File: config.mk
export PLATFORM = sky130hd
export DESIGN_NAME = acc_exec_ctrl_flat
export DESIGN_NICKNAME = d
export VERILOG_FILES = /design/src/rtl/acc_exec_ctrl_pkg.sv /design/src/rtl/acc_exec_ctrl_if.sv /design/src/rtl/acc_fetch_timer.sv /design/src/rtl/acc_exec_ctrl.sv /design/src/flat_wrapper.sv
export SDC_FILE = /design/constraint.sdc
export NUM_CORES = 1
export LEC_CHECK = 0
export BUFFER_PORTS_ARGS = -buffer_cell sky130_fd_sc_hd__clkbuf_2
export CORE_ASPECT_RATIO = 1.4
export CORE_MARGIN = 2
export CORE_UTILIZATION = 49
export CTS_BUF_LIST = sky130_fd_sc_hd__clkbuf_8
export DETAILED_ROUTE_END_ITERATION = 6
export PLACE_DENSITY_LB_ADDON = 0.15
export SLEW_MARGIN = 15
export SYNTH_ARGS = -nofsm -noshare
export SYNTH_HDL_FRONTEND = slang
export SYNTH_SLANG_ARGS = --single-unit
export TNS_END_PERCENT = 50
File: constraint.sdc
create_clock -name clk -period 2.55 [get_ports clk]
set_input_delay 0.51 -clock clk [delete_from_list [all_inputs] [get_ports clk]]
set_output_delay 0.51 -clock clk [all_outputs]
set_load 0.005 [all_outputs]
File: src/rtl/acc_exec_ctrl_pkg.sv
// Shared constants, FSM encoding and decode helpers for the accumulator/E
// execution controller.
package acc_exec_ctrl_pkg;

  localparam int unsigned MEM_TIMEOUT_DEF = 15;

  localparam logic [3:0] OP_AND = 4'd0;
  localparam logic [3:0] OP_ADD = 4'd1;
  localparam logic [3:0] OP_LDA = 4'd2;
  localparam logic [3:0] OP_CLA = 4'd3;
  localparam logic [3:0] OP_CLE = 4'd4;
  localparam logic [3:0] OP_CMA = 4'd5;
  localparam logic [3:0] OP_CME = 4'd6;
  localparam logic [3:0] OP_CIR = 4'd7;
  localparam logic [3:0] OP_CIL = 4'd8;
  localparam logic [3:0] OP_INC = 4'd9;
  localparam logic [3:0] OP_SPA = 4'd10;
  localparam logic [3:0] OP_SNA = 4'd11;
  localparam logic [3:0] OP_SZA = 4'd12;
  localparam logic [3:0] OP_SZE = 4'd13;

  localparam logic [2:0] ASEL_AND = 3'b000;
  localparam logic [2:0] ASEL_ADD = 3'b001;
  localparam logic [2:0] ASEL_LDA = 3'b010;
  localparam logic [2:0] ASEL_CMA = 3'b011;
  localparam logic [2:0] ASEL_CIR = 3'b100;
  localparam logic [2:0] ASEL_CIL = 3'b101;
  localparam logic [2:0] ASEL_NOP = 3'b110;

  typedef enum logic [1:0] {StIdle, StFetch, StExec, StDone} state_e;

  function automatic logic op_is_mem(input logic [3:0] op);
    return op <= OP_LDA;
  endfunction

  function automatic logic op_is_illegal(input logic [3:0] op);
    return op > OP_SZE;
  endfunction

  // INC reuses the adder with DR forced to 1.
  function automatic logic [2:0] op_asel(input logic [3:0] op);
    logic [2:0] sel;
    case (op)
      OP_AND:  sel = ASEL_AND;
      OP_ADD:  sel = ASEL_ADD;
      OP_LDA:  sel = ASEL_LDA;
      OP_CMA:  sel = ASEL_CMA;
      OP_CIR:  sel = ASEL_CIR;
      OP_CIL:  sel = ASEL_CIL;
      OP_INC:  sel = ASEL_ADD;
      default: sel = ASEL_NOP;
    endcase
    return sel;
  endfunction

endpackage

File: src/rtl/acc_exec_ctrl_if.sv
// Instruction, memory-read and ALU signal bundle of the execution controller.
// The slave side is the controller; the master side is its environment.
interface acc_exec_ctrl_if #(
  parameter int unsigned DATA_W = 16,
  parameter int unsigned ADDR_W = 12
) ();

  logic              op_valid;
  logic              op_ready;
  logic [3:0]        op_code;
  logic [ADDR_W-1:0] op_addr;

  logic              mem_req;
  logic [ADDR_W-1:0] mem_addr;
  logic              mem_ack;
  logic [DATA_W-1:0] mem_rdata;

  logic [2:0]        aselect;
  logic [DATA_W-1:0] alu_ac;
  logic [DATA_W-1:0] alu_dr;
  logic              alu_e;
  logic [DATA_W:0]   alu_out;

  logic [DATA_W-1:0] ac;
  logic              e;
  logic              n_flag;
  logic              z_flag;
  logic              done;
  logic              skip;
  logic              err;

  modport slave (
    input  op_valid, op_code, op_addr, mem_ack, mem_rdata, alu_out,
    output op_ready, mem_req, mem_addr, aselect, alu_ac, alu_dr, alu_e,
    output ac, e, n_flag, z_flag, done, skip, err
  );

  modport master (
    output op_valid, op_code, op_addr, mem_ack, mem_rdata, alu_out,
    input  op_ready, mem_req, mem_addr, aselect, alu_ac, alu_dr, alu_e,
    input  ac, e, n_flag, z_flag, done, skip, err
  );

endinterface

File: src/rtl/acc_fetch_timer.sv
// Counts cycles spent waiting for a memory read; flags the last allowed cycle.
module acc_fetch_timer #(
  parameter int unsigned MEM_TIMEOUT = 15
) (
  input  logic clk,
  input  logic rst,
  input  logic run,
  output logic expired
);

  localparam int unsigned CntW = $clog2(MEM_TIMEOUT + 1);

  logic [CntW-1:0] cnt_q;

  // expired is high during the final wait cycle so an ack there still wins.
  assign expired = run && (cnt_q == CntW'(MEM_TIMEOUT - 1));

  always_ff @(posedge clk or posedge rst) begin
    if (rst) begin
      cnt_q <= '0;
    end else if (!run) begin
      cnt_q <= '0;
    end else if (!expired) begin
      cnt_q <= cnt_q + CntW'(1);
    end
  end

endmodule

File: src/rtl/acc_exec_ctrl.sv
// AC/E/DR register stage and micro-op sequencer around the external 16-bit ALU:
// accepts one op, fetches its operand if needed, executes, reports done/skip/err.
module acc_exec_ctrl
  import acc_exec_ctrl_pkg::*;
#(
  parameter int unsigned DATA_W      = 16,
  parameter int unsigned ADDR_W      = 12,
  parameter int unsigned MEM_TIMEOUT = MEM_TIMEOUT_DEF
) (
  input logic           clk,
  input logic           rst,
  acc_exec_ctrl_if.slave bus
);

  state_e            state_q;
  logic [3:0]        op_q;
  logic [ADDR_W-1:0] mem_addr_q;
  logic              mem_req_q;
  logic [DATA_W-1:0] ac_q;
  logic [DATA_W-1:0] dr_q;
  logic              e_q;
  logic              done_q;
  logic              skip_q;
  logic              err_q;
  logic              fetch_expired;

  acc_fetch_timer #(
    .MEM_TIMEOUT(MEM_TIMEOUT)
  ) u_fetch_timer (
    .clk    (clk),
    .rst    (rst),
    .run    (state_q == StFetch),
    .expired(fetch_expired)
  );

  assign bus.op_ready = (state_q == StIdle);
  assign bus.mem_req  = mem_req_q;
  assign bus.mem_addr = mem_addr_q;
  assign bus.aselect  = (state_q == StExec) ? op_asel(op_q) : ASEL_NOP;
  assign bus.alu_ac   = ac_q;
  assign bus.alu_dr   = dr_q;
  assign bus.alu_e    = e_q;
  assign bus.ac       = ac_q;
  assign bus.e        = e_q;
  assign bus.n_flag   = ac_q[DATA_W-1];
  assign bus.z_flag   = (ac_q == '0);
  assign bus.done     = done_q;
  assign bus.skip     = skip_q;
  assign bus.err      = err_q;

  always_ff @(posedge clk or posedge rst) begin
    if (rst) begin
      state_q    <= StIdle;
      op_q       <= '0;
      mem_addr_q <= '0;
      mem_req_q  <= 1'b0;
      ac_q       <= '0;
      dr_q       <= '0;
      e_q        <= 1'b0;
      done_q     <= 1'b0;
      skip_q     <= 1'b0;
      err_q      <= 1'b0;
    end else begin
      unique case (state_q)
        StIdle: begin
          if (bus.op_valid) begin
            op_q       <= bus.op_code;
            mem_addr_q <= bus.op_addr;
            if (op_is_mem(bus.op_code)) begin
              mem_req_q <= 1'b1;
              state_q   <= StFetch;
            end else begin
              // Illegal ops pass through a no-op EXEC so every register-class
              // op completes with the same two-cycle latency.
              if (bus.op_code == OP_INC) dr_q <= DATA_W'(1);
              state_q <= StExec;
            end
          end
        end
        StFetch: begin
          if (bus.mem_ack) begin
            dr_q      <= bus.mem_rdata;
            mem_req_q <= 1'b0;
            state_q   <= StExec;
          end else if (fetch_expired) begin
            mem_req_q <= 1'b0;
            done_q    <= 1'b1;
            err_q     <= 1'b1;
            state_q   <= StDone;
          end
        end
        StExec: begin
          case (op_q)
            OP_AND, OP_LDA, OP_CMA, OP_INC: ac_q <= bus.alu_out[DATA_W-1:0];
            OP_ADD, OP_CIR, OP_CIL: begin
              ac_q <= bus.alu_out[DATA_W-1:0];
              e_q  <= bus.alu_out[DATA_W];
            end
            OP_CLA:  ac_q   <= '0;
            OP_CLE:  e_q    <= 1'b0;
            OP_CME:  e_q    <= ~e_q;
            OP_SPA:  skip_q <= ~ac_q[DATA_W-1];
            OP_SNA:  skip_q <= ac_q[DATA_W-1];
            OP_SZA:  skip_q <= (ac_q == '0);
            OP_SZE:  skip_q <= ~e_q;
            default: ;
          endcase
          err_q   <= op_is_illegal(op_q);
          done_q  <= 1'b1;
          state_q <= StDone;
        end
        StDone: begin
          done_q  <= 1'b0;
          skip_q  <= 1'b0;
          err_q   <= 1'b0;
          state_q <= StIdle;
        end
        default: state_q <= StIdle;
      endcase
    end
  end

endmodule

File: src/flat_wrapper.sv
// flat-port wrapper written by rule: the top's interface ports become plain ports
module acc_exec_ctrl_flat import acc_exec_ctrl_pkg::*;
#(
  parameter int unsigned DATA_W      = 16,
  parameter int unsigned ADDR_W      = 12,
  parameter int unsigned MEM_TIMEOUT = MEM_TIMEOUT_DEF
)
  (clk, rst, bus_op_valid, bus_op_code, bus_op_addr, bus_mem_ack, bus_mem_rdata, bus_alu_out, bus_op_ready, bus_mem_req, bus_mem_addr, bus_aselect, bus_alu_ac, bus_alu_dr, bus_alu_e, bus_ac, bus_e, bus_n_flag, bus_z_flag, bus_done, bus_skip, bus_err);
  acc_exec_ctrl_if #(.DATA_W(DATA_W), .ADDR_W(ADDR_W)) bus_i ();
  input logic clk;
  input logic rst;
  input wire logic [$bits(bus_i.op_valid)-1:0] bus_op_valid;
  input wire logic [$bits(bus_i.op_code)-1:0] bus_op_code;
  input wire logic [$bits(bus_i.op_addr)-1:0] bus_op_addr;
  input wire logic [$bits(bus_i.mem_ack)-1:0] bus_mem_ack;
  input wire logic [$bits(bus_i.mem_rdata)-1:0] bus_mem_rdata;
  input wire logic [$bits(bus_i.alu_out)-1:0] bus_alu_out;
  output wire logic [$bits(bus_i.op_ready)-1:0] bus_op_ready;
  output wire logic [$bits(bus_i.mem_req)-1:0] bus_mem_req;
  output wire logic [$bits(bus_i.mem_addr)-1:0] bus_mem_addr;
  output wire logic [$bits(bus_i.aselect)-1:0] bus_aselect;
  output wire logic [$bits(bus_i.alu_ac)-1:0] bus_alu_ac;
  output wire logic [$bits(bus_i.alu_dr)-1:0] bus_alu_dr;
  output wire logic [$bits(bus_i.alu_e)-1:0] bus_alu_e;
  output wire logic [$bits(bus_i.ac)-1:0] bus_ac;
  output wire logic [$bits(bus_i.e)-1:0] bus_e;
  output wire logic [$bits(bus_i.n_flag)-1:0] bus_n_flag;
  output wire logic [$bits(bus_i.z_flag)-1:0] bus_z_flag;
  output wire logic [$bits(bus_i.done)-1:0] bus_done;
  output wire logic [$bits(bus_i.skip)-1:0] bus_skip;
  output wire logic [$bits(bus_i.err)-1:0] bus_err;
  assign bus_i.op_valid = bus_op_valid;
  assign bus_i.op_code = bus_op_code;
  assign bus_i.op_addr = bus_op_addr;
  assign bus_i.mem_ack = bus_mem_ack;
  assign bus_i.mem_rdata = bus_mem_rdata;
  assign bus_i.alu_out = bus_alu_out;
  assign bus_op_ready = bus_i.op_ready;
  assign bus_mem_req = bus_i.mem_req;
  assign bus_mem_addr = bus_i.mem_addr;
  assign bus_aselect = bus_i.aselect;
  assign bus_alu_ac = bus_i.alu_ac;
  assign bus_alu_dr = bus_i.alu_dr;
  assign bus_alu_e = bus_i.alu_e;
  assign bus_ac = bus_i.ac;
  assign bus_e = bus_i.e;
  assign bus_n_flag = bus_i.n_flag;
  assign bus_z_flag = bus_i.z_flag;
  assign bus_done = bus_i.done;
  assign bus_skip = bus_i.skip;
  assign bus_err = bus_i.err;
  acc_exec_ctrl #(.DATA_W(DATA_W), .ADDR_W(ADDR_W), .MEM_TIMEOUT(MEM_TIMEOUT)) u_core (.clk(clk), .rst(rst), .bus(bus_i));
endmodule
==> impl_metrics.csv <==
group,metric,value,unit
clock_network,cts_hold_buf,0,
sta,hold_violations,0,
grt,grt_pass1_vias,2272,
cells_and_area,area_delta_synth_final,24.6,%
logic_synthesis,synth_edf_count,0,
setup_path,cp_max_fo,16,
clock_network,cts_max_path_buffers,2,
drt,dr.pass1.iters,6,
clock_network,path_clk_slew,0.07,ns
logic_synthesis,yosys.area.top_type,"dfrtp_1",
clock_network,clock_latency,0.33,ns
clock_network,cts-root-buf,"clkbuf_8",
logic_synthesis,synthCells,292,
sta,clock_skew,0.00638,ns
pwr,power.density,1220,nW/µm²
logic_synthesis,ys_warn_count,0,
setup_path,end_kind,"flip-flop",
logic_synthesis,syn-cell-area,2950,µm²
cells_and_area,nets,457,
status,status,"finished clean",
grt,antenna_found_initial,0,
drt,drt_wl_total,6.18,mm
setup_path,startpoint_type,"flip-flop",
setup_path,r2r_setup_slack,0.45,ns
drt,drc_errors,0,
die,pin_count,125,
clock_network,cts_resized,0,
logic_synthesis,ys_seq_area_share,50.0,%
setup_path,rr_worst_depth,6,
place,pre_cts_ws,0.430,ns
grt,grt_overflow,0,
die,die-height,95.9,µm
place,hpwl,4.51,mm
clock_network,htree_levels,3,
sta,hold_ws,0.352,ns
place,finalWeightedCongestion,0.784,
sta,relSlewSlack,51.2,%
cells_and_area,nFillCells,519,
drt,drt-initial-drc-count,119,
place,port_buffers,124,
cells_and_area,drive_above_1_share,41.4,%
logic_synthesis,synth.most_common_cell,"dfrtp_1",
clock_network,cts_buffers,9,
pwr,power,0.00448,W
die,die_area,6670,µm²
logic_synthesis,synth_cell_types,42,
sta,rsz0062_at_grt,"false",
grt,grtUsageTotal,19.8,%
logic_synthesis,yosys.area.top_type_share,50.0,%
flow_run,max-cap-violations,0,
logic_synthesis,synth_ff_type,"dfrtp_1",
clock_network,cts_tree,"done",
setup_path,cp.arrival,2.31,ns
sta,finalSetupViolations,0,
logic_synthesis,syn_area_per_cell,10.1,µm²
setup_path,reg2reg_from,"u_core.state_q[1]$_DFFE_PP0P_",
sta,min_period,2.10,ns
setup_path,setup.worst_path.class,"flip-flop to flip-flop",
die,core_area,5820,µm²
logic_synthesis,synth_nets,351,
drt,postRouteAntennaNets,0,
min_path,min_path_type,"input port to asynchronous set/reset pin",
clock_network,clock_sinks,59,
logic_synthesis,netlist_top_cells_area,"dfrtp_1, mux2_2, nand2_1",
setup_path,required,2.76,ns
logic_synthesis,synthArstFlopShare,100,%
sta,drv_slew,0,
drt,via_count,2352,
sta,timing.final.crit_share,82.5,%
grt,grt_max_degree,60,
setup_path,r2r_end,"u_core.bus.alu_dr[0]$_DFFE_PP0P_",
die,die_x,69.6,µm
sta,worst_pin_slew,0.732,ns
drt,avgViaCountPerCell,4.97,
die,rows,33,
pwr,peakVddDrop,572,µV
sta,tns,0,ns
logic_synthesis,yosys-top-cells-count,"dfrtp_1, nand2_1, inv_1",
sta,setup_ws,0.447,ns
logic_synthesis,ys_ff_latch,59,
die,initial_core_util,50.7,%
drt,wire_per_inst,13.1,µm
cells_and_area,diodes,0,
clock_network,postCtsSetupBuffers,0,
sta,fmax,476,MHz
pwr,power_leakage,1.99,nW
grt,grt_pass1_wl,10.4,mm
-- critical path, stage by stage, from the launching register on --
cell	delay, ns
dfrtp_1	0.41
inv_1	0.09
ha_1	0.35
nand2_4	0.09
nor4_4	0.27
o221ai_4	0.35
mux2_1	0.41
-- kinds of logic after synthesis --
group | synth area share [%]
compound gates | 8.90
mux | 13.1
flops | 50.0
buf+inv | 10.0
simple gates | 14.6
fa+ha+maj | 2.54
xor+xnor | 0.890
-- where the power goes --
part | switching, W | internal [W] | total (W)
registers | 0.000394 | 0.00137 | 0.00176
clock network | 0.000359 | 0.000469 | 0.000827
logic | 0.000935 | 0.000956 | 0.00189
-- sequential cells by signal (all words and copies together) (netlist names), 2 cells and up --
signal and count:
u_core.bus.alu_dr 16, u_core.op_q 4, u_core.bus.ac 16, u_core.u_fetch_timer.cnt_q 4
u_core.bus.mem_addr 12, u_core.state_q 2
-- final cells by class --
type                            instances  area, µm²  share of cell area [%]
Clock inverter                          6       56.3                    1.53
Timing Repair Buffer                  128        651                    17.7
Clock buffer                           10        138                    3.74
Tap cell                               70       87.6                    2.38
Multi-Input combinational cell        177       1180                    32.2
Sequential cell                        59       1480                    40.1
Inverter                               23       86.3                    2.35
-- placed cells by master, fill, tap and decap left out, drive strengths merged, types with 3 or more instances in the layout --
cell type,synthesis,final
nand3,3,3
clkbuf,8,134
nand2,57,57
ha,6,6
inv,23,24
buf,25,4
a21oi,5,5
o21ai,23,23
clkinv,0,3
nand2b,3,3
mux2,21,21
nor4,5,5
xnor2,3,3
mux2i,15,15
nor2,9,9
dfrtp,59,59
nor2b,4,4
-- worst max-delay path by stage --
stage                                  start                                to
2_1_floorplan                            rst      u_core.bus.ac[0]$_DFFE_PP0P_
3_3_place_gp   u_core.state_q[0]$_DFFE_PP0P_  u_core.bus.alu_dr[0]$_DFFE_PP0P_
3_5_place_dp   u_core.state_q[1]$_DFFE_PP0P_  u_core.bus.alu_dr[0]$_DFFE_PP0P_
4_1_cts        u_core.state_q[1]$_DFFE_PP0P_  u_core.bus.alu_dr[0]$_DFFE_PP0P_
5_1_grt        u_core.state_q[0]$_DFFE_PP0P_  u_core.bus.alu_dr[0]$_DFFE_PP0P_
6_report       u_core.state_q[1]$_DFFE_PP0P_  u_core.bus.alu_dr[0]$_DFFE_PP0P_
-- through the flow --
step,utilization [%],std cells,area (µm²)
5_1_grt,63.2,473,3680
2_1_floorplan,-,292,2950
3_3_place_gp,59.9,457,3490
3_5_place_dp,59.9,457,3490
4_1_cts,63.2,473,3680
6_report,63.2,473,3680
-- routing by layer --
metal | routed length, µm | up-vias | global-route usage (%)
met5 | 0 | - | 0
met4 | 72 | 0 | 8.17
met3 | 386 | 6 | 5.03
met2 | 3050 | 92 | 34.2
met1 | 2680 | 1095 | 23.9
li1 | - | 1159 | -
Power figures use the tool's default switching activity.
